**src/rtl/wb_shared_intercon.sv**
```systemverilog
// rtl/wb_shared_intercon.sv - multi-master, multi-slave Wishbone interconnect
// Round-robin arbitration, address decode, unmapped-address error and stb watchdog.
module wb_shared_intercon #(
    parameter int                      NUM_MASTERS = 2,
    parameter int                      NUM_SLAVES  = 4,
    parameter logic [32*NUM_SLAVES-1:0] SLAVE_ADDR = {NUM_SLAVES{32'hFFFF_FFFF}},
    parameter logic [32*NUM_SLAVES-1:0] SLAVE_MASK = {NUM_SLAVES{32'h0}},
    parameter int                      TIMEOUT     = 255
) (
    input  logic                        clk_i,
    input  logic                        rst_i,
    input  logic [32*NUM_MASTERS-1:0]   wbm_adr_i,
    input  logic [32*NUM_MASTERS-1:0]   wbm_dat_i,
    output logic [32*NUM_MASTERS-1:0]   wbm_dat_o,
    input  logic [4*NUM_MASTERS-1:0]    wbm_sel_i,
    input  logic [NUM_MASTERS-1:0]      wbm_we_i,
    input  logic [NUM_MASTERS-1:0]      wbm_cyc_i,
    input  logic [NUM_MASTERS-1:0]      wbm_stb_i,
    output logic [NUM_MASTERS-1:0]      wbm_ack_o,
    output logic [NUM_MASTERS-1:0]      wbm_err_o,
    output logic [32*NUM_SLAVES-1:0]    wbs_adr_o,
    output logic [32*NUM_SLAVES-1:0]    wbs_dat_o,
    input  logic [32*NUM_SLAVES-1:0]    wbs_dat_i,
    output logic [4*NUM_SLAVES-1:0]     wbs_sel_o,
    output logic [NUM_SLAVES-1:0]       wbs_we_o,
    output logic [NUM_SLAVES-1:0]       wbs_cyc_o,
    output logic [NUM_SLAVES-1:0]       wbs_stb_o,
    input  logic [NUM_SLAVES-1:0]       wbs_ack_i,
    output logic [NUM_MASTERS-1:0]      grant_o
);
    localparam int          MW     = (NUM_MASTERS > 1) ? $clog2(NUM_MASTERS) : 1;
    localparam int          SW     = (NUM_SLAVES > 1) ? $clog2(NUM_SLAVES) : 1;
    localparam logic [15:0] TO_VAL = 16'(TIMEOUT);

    typedef enum logic [1:0] {ST_IDLE, ST_BUSY, ST_ERR} state_t;

    state_t                 state_q, state_d;
    logic [NUM_MASTERS-1:0] grant_q, grant_d;
    logic [MW-1:0]          gidx_q, gidx_d;
    logic [MW-1:0]          ptr_q, ptr_d;
    logic [15:0]            cnt_q, cnt_d;

    logic [31:0]            m_adr, m_dat, s_dat;
    logic [3:0]             m_sel;
    logic                   m_we, m_cyc, m_stb;
    logic                   hit, s_ack, route, ack_routed;
    logic [SW-1:0]          sidx;

    // gidx_q stays 0 out of reset, so the slave-side buses idle on master 0
    always_comb begin
        m_adr = wbm_adr_i[32*gidx_q +: 32];
        m_dat = wbm_dat_i[32*gidx_q +: 32];
        m_sel = wbm_sel_i[4*gidx_q +: 4];
        m_we  = wbm_we_i[gidx_q];
        m_cyc = wbm_cyc_i[gidx_q];
        m_stb = wbm_stb_i[gidx_q];
    end

    // Descending scan so the lowest matching slot is the last one written
    always_comb begin
        hit  = 1'b0;
        sidx = '0;
        for (int k = NUM_SLAVES - 1; k >= 0; k--) begin
            if ((m_adr & SLAVE_MASK[32*k +: 32]) == SLAVE_ADDR[32*k +: 32]) begin
                hit  = 1'b1;
                sidx = SW'(k);
            end
        end
    end

    assign s_ack      = wbs_ack_i[sidx];
    assign s_dat      = wbs_dat_i[32*sidx +: 32];
    assign route      = (state_q == ST_BUSY) && hit && m_cyc;
    assign ack_routed = route && m_stb && s_ack;
    assign grant_o    = grant_q;

    always_comb begin
        wbs_adr_o = {NUM_SLAVES{m_adr}};
        wbs_dat_o = {NUM_SLAVES{m_dat}};
        wbs_sel_o = {NUM_SLAVES{m_sel}};
        wbs_we_o  = {NUM_SLAVES{m_we}};
        wbs_cyc_o = '0;
        wbs_stb_o = '0;
        wbm_dat_o = '0;
        wbm_ack_o = '0;
        wbm_err_o = '0;
        if (route) begin
            wbs_cyc_o[sidx] = 1'b1;
            wbs_stb_o[sidx] = m_stb;
        end
        if (|grant_q && hit) begin
            wbm_dat_o[32*gidx_q +: 32] = s_dat;
        end
        if (ack_routed) begin
            wbm_ack_o[gidx_q] = 1'b1;
        end
        if (state_q == ST_ERR) begin
            wbm_err_o[gidx_q] = 1'b1;
        end
    end

    int                     pick;
    int                     j;
    logic [NUM_MASTERS-1:0] cyc_sh;

    always_comb begin
        state_d = state_q;
        grant_d = grant_q;
        gidx_d  = gidx_q;
        ptr_d   = ptr_q;
        cnt_d   = cnt_q;
        pick    = 0;
        j       = 0;
        cyc_sh  = '0;
        case (state_q)
            ST_IDLE: begin
                if (|wbm_cyc_i) begin
                    // Scan offsets high-to-low so the nearest requester above ptr wins
                    for (int i = NUM_MASTERS - 1; i >= 0; i--) begin
                        j = int'(ptr_q) + i;
                        if (j >= NUM_MASTERS) j = j - NUM_MASTERS;
                        cyc_sh = wbm_cyc_i >> j;
                        if (cyc_sh[0]) pick = j;
                    end
                    grant_d = NUM_MASTERS'(1) << pick;
                    gidx_d  = MW'(pick);
                    cnt_d   = '0;
                    state_d = ST_BUSY;
                end
            end
            ST_BUSY: begin
                if (!m_cyc) begin
                    state_d = ST_IDLE;
                    grant_d = '0;
                    cnt_d   = '0;
                    ptr_d   = (gidx_q == MW'(NUM_MASTERS - 1)) ? '0 : gidx_q + MW'(1);
                end else if (m_stb && !hit) begin
                    state_d = ST_ERR;
                    cnt_d   = '0;
                end else if (m_stb && !ack_routed) begin
                    if (cnt_q + 16'd1 == TO_VAL) begin
                        state_d = ST_ERR;
                        cnt_d   = '0;
                    end else begin
                        cnt_d = cnt_q + 16'd1;
                    end
                end else begin
                    cnt_d = '0;
                end
            end
            ST_ERR: begin
                state_d = ST_BUSY;
                cnt_d   = '0;
            end
            default: state_d = ST_IDLE;
        endcase
    end

    always_ff @(posedge clk_i) begin
        if (rst_i) begin
            state_q <= ST_IDLE;
            grant_q <= '0;
            gidx_q  <= '0;
            ptr_q   <= '0;
            cnt_q   <= '0;
        end else begin
            state_q <= state_d;
            grant_q <= grant_d;
            gidx_q  <= gidx_d;
            ptr_q   <= ptr_d;
            cnt_q   <= cnt_d;
        end
    end

endmodule

```
**config.mk**
```make
export PLATFORM = sky130hd
export DESIGN_NAME = wb_shared_intercon
export DESIGN_NICKNAME = d
export VERILOG_FILES = /design/src/rtl/wb_shared_intercon.sv
export SDC_FILE = /design/constraint.sdc
export NUM_CORES = 1
export LEC_CHECK = 0
export BUFFER_PORTS_ARGS = -buffer_cell sky130_fd_sc_hd__buf_4
export CORE_AREA = 2 2 247 249
export CTS_CLUSTER_SIZE = 40
export DETAILED_ROUTE_END_ITERATION = 8
export DIE_AREA = 0 0 249 251
export SYNTH_ARGS = -nofsm -noshare
export SYNTH_HDL_FRONTEND = slang
export SYNTH_SLANG_ARGS = --single-unit
export TNS_END_PERCENT = 100
```
**constraint.sdc**
```tcl
create_clock -name clk_i -period 2.8 [get_ports clk_i]
set_input_delay 0.28 -clock clk_i [delete_from_list [all_inputs] [get_ports clk_i]]
set_output_delay 0.28 -clock clk_i [all_outputs]
set_load 0.02 [all_outputs]
```
==> impl_metrics.env, run 1 <==
export IMPL_yosys_top_cells_count="283 x buf_4, 70 x mux2_2, 6 x buf_6, 6 x dfxtp_1, 5 x a21oi_1"
export IMPL_fin_ws_ns=0.790
export IMPL_cts_resized=0
export IMPL_crit_arrival_ns=1.73
export IMPL_drt_initial_drc_count=87
export IMPL_die_y_um=251
export IMPL_avgViaCountPerCell=2.12
export IMPL_wl_um=14800
export IMPL_multiInputGateArea_um2=1230
export IMPL_power_density_nw_per_um2=348
export IMPL_synthTopCellsByArea="buf_4 65%, mux2_2 24%, dfxtp_1 3.7%"
export IMPL_ff2ff_path_depth=4
export IMPL_setup_tns_ns=0
export IMPL_synth_cell_area_um2=3280
export IMPL_io_pins=630
export IMPL_yosysMostFrequentCell="buf_4"
export IMPL_final_nets=883
export IMPL_reg2reg_to="grant_o[0]$_SDFFE_PP0P_"
export IMPL_finalClockSkew_ns=0.00304
export IMPL_grt_pass1_wl_um=18400
export IMPL_place_gp_congestion=0.717
export IMPL_max_freq_mhz=497
export IMPL_finalHoldViolCount=0
export IMPL_overflow=0
export IMPL_syn_area_per_cell_um2=8.34
export IMPL_rows=90
export IMPL_cts_buffers_inserted=3
export IMPL_num_vias=2942
export IMPL_postRouteAntennaNets=0
export IMPL_dpl_hpwl_um=13600
export IMPL_ys_flop_type="dfxtp_1"
export IMPL_dr_pass1_iters=4
export IMPL_die_area_um2=62500
export IMPL_end_kind="primary output"
export IMPL_critPathCapture="wbs_adr_o[97]"
export IMPL_report_final_slew_viol_count=0
export IMPL_yosysSeqAreaShare=0.0367
export IMPL_synth_edf_count=0
export IMPL_dp_cells=1384
export IMPL_yosys_area_share_simple=0.0263
export IMPL_synthXorXnorAreaFrac=0
export IMPL_grt_max_degree=46
export IMPL_setup_viol=0
export IMPL_seqCellArea_um2=124
export IMPL_critPathLaunch="gidx_q$_SDFFE_PP0P_"
export IMPL_synthArstFlopShare=0
export IMPL_synthAdderAreaFrac=0
export IMPL_clock_sinks=6
export IMPL_post_cts_setup_buffers=0
export IMPL_cp_start_kind="flip-flop"
export IMPL_post_place_ws_ns=0.978
export IMPL_htreeDepth=1
export IMPL_ys_ff_latch=6
export IMPL_nFillCells=7023
export IMPL_coreArea_um2=59800
export IMPL_rrSetupSlack_ns=1.40
export IMPL_finalCritPeriodShare=0.718
export IMPL_rsz0062_at_grt="false"
export IMPL_clock_tree_buffer_depth=2
export IMPL_syn_inst=393
export IMPL_synth_top_cell_area_share=0.648
export IMPL_p_leak_uw=0.00269
export IMPL_route_detailed_drc=0
export IMPL_avgRoutedWirePerCell_um=10.6
export IMPL_start_util=0.0548
export IMPL_synth_top_family_by_area="buffers and inverters"
export IMPL_synth_top_cell_by_area="buf_4"
export IMPL_synth_compound_area_frac=0.0206
export IMPL_cts_root_buf="clkbuf_16"
export IMPL_peakVddDrop_mv=0.255
export IMPL_status="finished clean"
export IMPL_fin_cells=1390
export IMPL_max_cap_violations=0
export IMPL_hold_path_class="primary input to flip-flop"
export IMPL_clkTransAtPathRegs_ns=0.04
export IMPL_yosysWarningCount=0
export IMPL_cts_tree="done"
export IMPL_grt_pass1_vias=2564
export IMPL_synthMuxAreaShare=0.244
export IMPL_worst_path_max_fanout=24
export IMPL_r2r_start="gidx_q$_SDFFE_PP0P_"
export IMPL_worstPathRequired_ns=2.52
export IMPL_io_buffers=423
export IMPL_period_minus_slack_ns=2.01
export IMPL_synthToLayoutAreaGrowth_pct=71.8
export IMPL_final_core_util=0.0942
export IMPL_drive_above_1_share=0.830
export IMPL_setup_worst_path_class="flip-flop to primary output"
export IMPL_grt_usage=0.0415
export IMPL_cts_hold_buffers_added=0
export IMPL_antenna_found_initial=3
export IMPL_clock_latency_ns=0.23
export IMPL_ys_types=23
export IMPL_die_w_um=249
-- layout by cell type (no fill, tap or decap), drive strengths merged --
cell	netlist	routed
or2	2	2
mux2	70	70
buf	290	426
mux2i	1	1
nand2b	1	1
o21bai	1	1
nand2	1	1
inv	1	1
nor4b	1	1
a21oi	5	5
diode	0	2
nor3	1	1
clkbuf	0	4
nor3b	2	2
and3b	1	1
o211ai	1	1
o21ai	2	2
conb	1	74
nor2	2	2
o221ai	2	2
dfxtp	6	6
nand3	1	1
nand3b	1	1
-- flip-flops by register name, summed over array words and instances, names as in the netlist --
register  count
grant_o       2
state_q       2
ptr_q         1
gidx_q        1
-- metrics by stage --
stage                     power (µW)  area [µm²]  hold WS (ns)
after global placement          1740        5550         0.475
final                           1960        5630         0.257
after global routing            2050        5630         0.261
after detailed placement        1740        5550         0.475
after floorplan                 1370        3550         0.349
after CTS                       1990        5630         0.254
-- kinds of logic (layout without fill, tap and decap cells) --
kind of cell	Yosys count	in the layout
AOI/OAI and AO/OA	11	11
buffers and inverters	291	431
DFF	6	6
muxes	71	71
other	1	76
and+or+nand+nor	13	13
-- final cells by class --
class,count,share of cell area
sequential,6,0.0220
antenna,2,0.000889
timing repair buffer,426,0.570
inverter,1,0.000667
clock buffer,4,0.0140
tap,782,0.174
multi-input combinational,169,0.218
-- worst max-delay path, stage by stage, from the launching register on --
cell,delay [ns]
dfxtp_4,0.35
buf_4,0.33
buf_4,0.24
mux2_2,0.38
buf_4,0.17
-- power breakdown --
group	leakage (µW)	internal [µW]	switching, µW
sequential	0.0000501	93.6	6.94
clock	0.0000382	189	52.2
combinational	0.00260	680	934
total	0.00269	963	993
-- metal layers --
layer,wire [µm],part of all wire,track usage,vias up
li1,-,-,-,1341
met1,4710,0.32,0.0405,1278
met2,7620,0.52,0.0775,299
met3,1830,0.12,0.0150,22
met4,591,0.040,0.0203,2
met5,14,0.00095,0,-
-- how the worst min path moves through the flow --
stage                            startpoint                       to  slack (ns)  cells after the start
CTS                                   rst_i      gidx_q$_SDFFE_PP0P_        0.25                      2
floorplan                             rst_i      gidx_q$_SDFFE_PP0P_        0.35                      1
detailed placement  grant_o[1]$_SDFFE_PP0P_  grant_o[1]$_SDFFE_PP0P_        0.48                      2
global placement    grant_o[1]$_SDFFE_PP0P_  grant_o[1]$_SDFFE_PP0P_        0.48                      2
finish                                rst_i      gidx_q$_SDFFE_PP0P_        0.26                      2
global route                          rst_i      gidx_q$_SDFFE_PP0P_        0.26                      2
Note: power is estimated with default switching activity, not from simulation.
==> run 2, diff against run 1 <==
CORE_AREA = 2 2 248 250   (was 2 2 247 249)
DIE_AREA = 0 0 250 252   (was 0 0 249 251)
clock period = 2.1 ns   (was 2.8 ns; I/O delays follow)
==> impl_metrics.env, run 2 (synthesis gave the netlist of run 1 again) <==
export IMPL_finalCritPeriodShare=0.836
export IMPL_period_minus_slack_ns=1.76
export IMPL_hold_path_class="primary input to flip-flop"
export IMPL_multiInputGateArea_um2=1230
export IMPL_crit_slowest_cell="mux2_2"
export IMPL_r2r_start="gidx_q$_SDFFE_PP0P_"
export IMPL_finalClockSkew_ns=0.00198
export IMPL_crit_family="multiplexers"
export IMPL_wl_um=13200
export IMPL_layout_common_cells="423 x buf_4, 74 x conb_1, 70 x mux2_2"
export IMPL_ff2ff_path_depth=4
export IMPL_setup_viol=0
export IMPL_avgViaCountPerCell=2.13
export IMPL_cts_root_buf="clkbuf_16"
export IMPL_path_depth=3
export IMPL_drt_initial_drc_count=61
export IMPL_start_util=0.0545
export IMPL_num_vias=2955
export IMPL_io_pins=630
export IMPL_grt_usage=0.0343
export IMPL_report_final_slew_viol_count=0
export IMPL_dpl_hpwl_um=11900
export IMPL_cp_start_kind="flip-flop"
export IMPL_fin_cells=1388
export IMPL_critical_path_max_stage_delay_ns=0.46
export IMPL_die_y_um=252
export IMPL_seqCellArea_um2=124
export IMPL_cts_resized=0
export IMPL_crit_buf_inv=2
export IMPL_final_nets=882
export IMPL_peakVddDrop_mv=0.314
export IMPL_max_freq_mhz=569
export IMPL_drive_above_1_share=0.830
export IMPL_clock_tree_buffer_depth=2
export IMPL_finalHoldViolCount=0
export IMPL_io_buffers=423
export IMPL_post_cts_setup_buffers=0
export IMPL_grt_pass1_vias=2497
export IMPL_hp_start="rst_i"
export IMPL_cts_buffers_inserted=3
export IMPL_clkTransAtPathRegs_ns=0.03
export IMPL_rows=90
export IMPL_grt_pass1_wl_um=16200
export IMPL_dp_cells=1383
export IMPL_worstPathRequired_ns=1.89
export IMPL_place_gp_congestion=0.682
export IMPL_power_density_nw_per_um2=457
export IMPL_grt_max_degree=47
export IMPL_setup_worst_path_class="flip-flop to primary output"
export IMPL_crit_arrival_ns=1.55
export IMPL_overflow=0
export IMPL_status="finished clean"
export IMPL_htreeDepth=1
export IMPL_max_cap_violations=0
export IMPL_clock_latency_ns=0.23
export IMPL_synthToLayoutAreaGrowth_pct=71.9
export IMPL_die_area_um2=63000
export IMPL_postRouteAntennaNets=0
export IMPL_mostFrequentLayoutCell="buf_4"
export IMPL_critPathLaunch="gidx_q$_SDFFE_PP0P_"
export IMPL_avgRoutedWirePerCell_um=9.48
export IMPL_clock_sinks=6
export IMPL_rsz0062_at_grt="false"
export IMPL_worst_path_max_fanout=46
export IMPL_reg2reg_to="grant_o[1]$_SDFFE_PP0P_"
export IMPL_end_kind="primary output"
export IMPL_die_w_um=250
export IMPL_coreArea_um2=60100
export IMPL_antenna_found_initial=1
export IMPL_cts_hold_buffers_added=0
export IMPL_route_detailed_drc=0
export IMPL_dr_pass1_iters=4
export IMPL_rrSetupSlack_ns=0.72
export IMPL_critPathCapture="wbs_sel_o[4]"
export IMPL_path_cells="buf_12 > mux2_2 > buf_4"
export IMPL_nFillCells=7069
export IMPL_setup_tns_ns=0
export IMPL_p_leak_uw=0.00269
export IMPL_cts_tree="done"
run 2: changes by cell type in the layout (fill, tap and decap cells not counted), sizes merged:
cell | previous run | this run
diode | 2 | 1
buf | 426 | 425
run 2: area by class of cell:
| type | instances | share of cell area |
|---|---|---|
| multi-input combinational | 169 | 0.218 |
| inverter | 1 | 0.000666 |
| clock buffer | 4 | 0.0140 |
| antenna | 1 | 0.000444 |
| timing repair buffer | 425 | 0.571 |
| tap | 782 | 0.174 |
| sequential | 6 | 0.0220 |
run 2: through the flow:
step           utilization  power (µW)  hold slack (ns)  cell area, µm²  setup slack (ns)
6_report            0.0937        2580            0.185            5630             0.344
5_1_grt             0.0937        2690            0.200            5630             0.280
3_5_place_dp        0.0923        2280            0.426            5550             0.558
3_3_place_gp        0.0923        2270            0.423            5550             0.557
2_1_floorplan            -        1830            0.279            3550             0.648
4_1_cts             0.0936        2610            0.183            5630             0.307
run 2: where the power goes:
| group | switching, µW | total [µW] | internal (µW) |
|---|---|---|---|
| Sequential | 10.2 | 135 | 125 |
| Clock | 66.6 | 319 | 252 |
| Combinational | 1210 | 2120 | 909 |
| Total | 1290 | 2580 | 1290 |
run 2: worst register-to-register path: stages (launching register included):
cell,delay (ns)
dfxtp_4,0.36
buf_12,0.22
mux2_2,0.41
o221ai_1,0.17
a21oi_1,0.09
run 2: layer usage:
layer,wire [µm],GRT usage
met5,0,0
met4,426,0.0147
met3,1560,0.0102
met2,6910,0.0665
met1,4260,0.0336
run 2: how the worst min path moves through the flow:
stage / end / slack [ns] / cells past startpoint
floorplan: gidx_q$_SDFFE_PP0P_ / 0.28 / 1
detailed placement: gidx_q$_SDFFE_PP0P_ / 0.43 / 2
global route: gidx_q$_SDFFE_PP0P_ / 0.20 / 2
global placement: gidx_q$_SDFFE_PP0P_ / 0.42 / 2
finish: gidx_q$_SDFFE_PP0P_ / 0.18 / 2
CTS: gidx_q$_SDFFE_PP0P_ / 0.18 / 2
==> run 3, diff against run 2 <==
ABC_AREA = 1   (was unset)
clock period = 1.45 ns   (was 2.1 ns; I/O delays follow)
==> impl_metrics.env, run 3 <==
export IMPL_synthTopCellsByArea="buf_4 65%, nand2_1 25%, dfxtp_1 3.7%"
export IMPL_rrSetupSlack_ns=0
export IMPL_worstPathRequired_ns=1.31
export IMPL_die_area_um2=63000
export IMPL_post_place_ws_ns=0.0132
export IMPL_final_nets=1071
export IMPL_setup_viol=234
export IMPL_postRouteAntennaNets=0
export IMPL_path_cells="clkinv_8 > buf_12 > nand2_1 > nand2_2 > buf_12 > buf_4"
export IMPL_finalCritPeriodShare=1.05
export IMPL_io_buffers=423
export IMPL_yosysWarningCount=0
export IMPL_synth_top_cell_by_area="buf_4"
export IMPL_die_y_um=252
export IMPL_cts_hold_buffers_added=0
export IMPL_worst_path_max_fanout=12
export IMPL_synth_cell_area_um2=3280
export IMPL_fin_ws_ns=-0.0739
export IMPL_start_util=0.0546
export IMPL_die_w_um=250
export IMPL_syn_inst=550
export IMPL_crit_slowest_cell="dfxtp_4"
export IMPL_power_density_nw_per_um2=630
export IMPL_antenna_found_initial=3
export IMPL_cpMostUsedCell="buf_12"
export IMPL_dr_pass1_iters=4
export IMPL_clock_latency_ns=0.23
export IMPL_cts_tree="done"
export IMPL_cts_root_buf="clkbuf_16"
export IMPL_hold_ws_ns=0.121
export IMPL_final_core_util=0.126
export IMPL_grt_pass1_vias=3576
export IMPL_crit_arrival_ns=1.38
export IMPL_syn_area_per_cell_um2=5.96
export IMPL_clock_tree_buffer_depth=2
export IMPL_grt_usage=0.0473
export IMPL_place_gp_congestion=0.742
export IMPL_setup_tns_ns=-8.47
export IMPL_max_cap_violations=0
export IMPL_avgViaCountPerCell=2.49
export IMPL_ys_flop_type="dfxtp_1"
export IMPL_status="complete, but fails checks"
export IMPL_avgRoutedWirePerCell_um=11.4
export IMPL_synthArstFlopShare=0
export IMPL_peakVddDrop_mv=0.291
export IMPL_violations="negative setup slack"
export IMPL_crit_family="buffers and inverters"
export IMPL_fin_cells=1579
export IMPL_clock_sinks=6
export IMPL_wl_um=18000
export IMPL_synth_edf_count=0
export IMPL_coreArea_um2=60100
export IMPL_critical_path_max_stage_delay_ns=0.42
export IMPL_finalHoldViolCount=0
export IMPL_synthToLayoutAreaGrowth_pct=132
export IMPL_end_kind="primary output"
export IMPL_yosysMostFrequentCell="buf_4"
export IMPL_drt_initial_drc_count=160
export IMPL_mostFrequentLayoutCell="buf_4"
export IMPL_max_freq_mhz=656
export IMPL_finalClockSkew_ns=0.00293
export IMPL_report_final_slew_viol_count=0
export IMPL_period_minus_slack_ns=1.52
export IMPL_io_pins=630
export IMPL_dpl_hpwl_um=13700
export IMPL_layout_common_cells="284 x buf_4, 156 x buf_6, 97 x nand2_1"
export IMPL_clkTransAtPathRegs_ns=0.04
export IMPL_cp_start_kind="flip-flop"
export IMPL_synth_top_cell_area_share=0.648
export IMPL_yosys_top_cells_count="283 x buf_4, 216 x nand2_1, 7 x buf_2, 7 x clkbuf_1, 7 x nand3_1"
export IMPL_cts_buffers_inserted=3
export IMPL_rows=90
export IMPL_overflow=0
export IMPL_yosysSeqAreaShare=0.0366
export IMPL_hold_path_class="primary input to flip-flop"
export IMPL_drive_above_1_share=0.748
export IMPL_ys_types=19
export IMPL_rsz0062_at_grt="true"
export IMPL_crit_buf_inv=4
export IMPL_num_vias=3931
export IMPL_dp_cells=1561
export IMPL_ys_ff_latch=6
export IMPL_htreeDepth=1
export IMPL_grt_max_degree=19
export IMPL_route_detailed_drc=0
export IMPL_setup_worst_path_class="flip-flop to primary output"
export IMPL_p_leak_uw=0.00370
export IMPL_grt_pass1_wl_um=22100
==> run 3: cells by family after synthesis <==
group                  after synthesis  share of synthesized area
AO/OA/AOI/OAI                        9                     0.0156
AND/OR/NAND/NOR                    229                      0.269
buffers and inverters              305                      0.678
flip-flops                           6                     0.0366
other                                1                    0.00114
==> run 3: cell type report <==
type / instances / area, µm²
multi-input cells: 312 / 1940
well taps: 782 / 978
inverters: 7 / 38.8
repair buffers: 465 / 4420
clock buffers: 4 / 78.8
flip-flops and latches: 6 / 124
diodes: 3 / 7.51
fillers: 6842 / 52500
==> run 3: report_power, final <==
part	switching (µW)	leakage [µW]	internal (µW)	total, µW
combinational	2280	0.00362	1860	4140
sequential	16.0	0.0000501	178	194
clock	90.7	0.0000382	365	455
==> run 3: worst paths after layout <==
check | depth (start not counted) | end | from
hold / removal | 2 | gidx_q$_SDFFE_PP0P_ | rst_i
hold reg to reg | 2 | grant_o[0]$_SDFFE_PP0P_ | grant_o[0]$_SDFFE_PP0P_
setup reg to reg | 9 | state_q[1]$_SDFFE_PP0P_ | gidx_q$_SDFFE_PP0P_
setup / recovery | 6 | wbs_dat_o[42] | gidx_q$_SDFFE_PP0P_
==> run 3: per-layer routing <==
metal,part of all wire,wire (µm),up-vias,GRT usage
met5,0,0,-,0
met4,0.044,793,0,0.0175
met3,0.088,1590,28,0.00877
met2,0.55,9910,356,0.100
met1,0.32,5730,1757,0.0438
li1,-,-,1790,-
==> run 3: worst reg2reg max path, delay by kind of cell (launching register included) <==
| kind | cells | cell delay, ns |
|---|---|---|
| flops | 1 | 0.42 |
| simple gates | 5 | 0.35 |
| buf+inv | 4 | 0.58 |
==> run 3: repair_timing <==
action	4_1_cts	5_1_grt
gates cloned	3	2
pin swaps	9	14
resized for setup	240	137
buffers inserted	3	3
setup endpoints to repair	271	279
==> run 3: through the flow <==
step | total power, µW | instance area [µm²]
2_1_floorplan | 2640 | 3550
5_1_grt | 5000 | 7590
3_5_place_dp | 3570 | 5940
4_1_cts | 4520 | 6980
6_report | 4790 | 7590
3_3_place_gp | 3560 | 5940
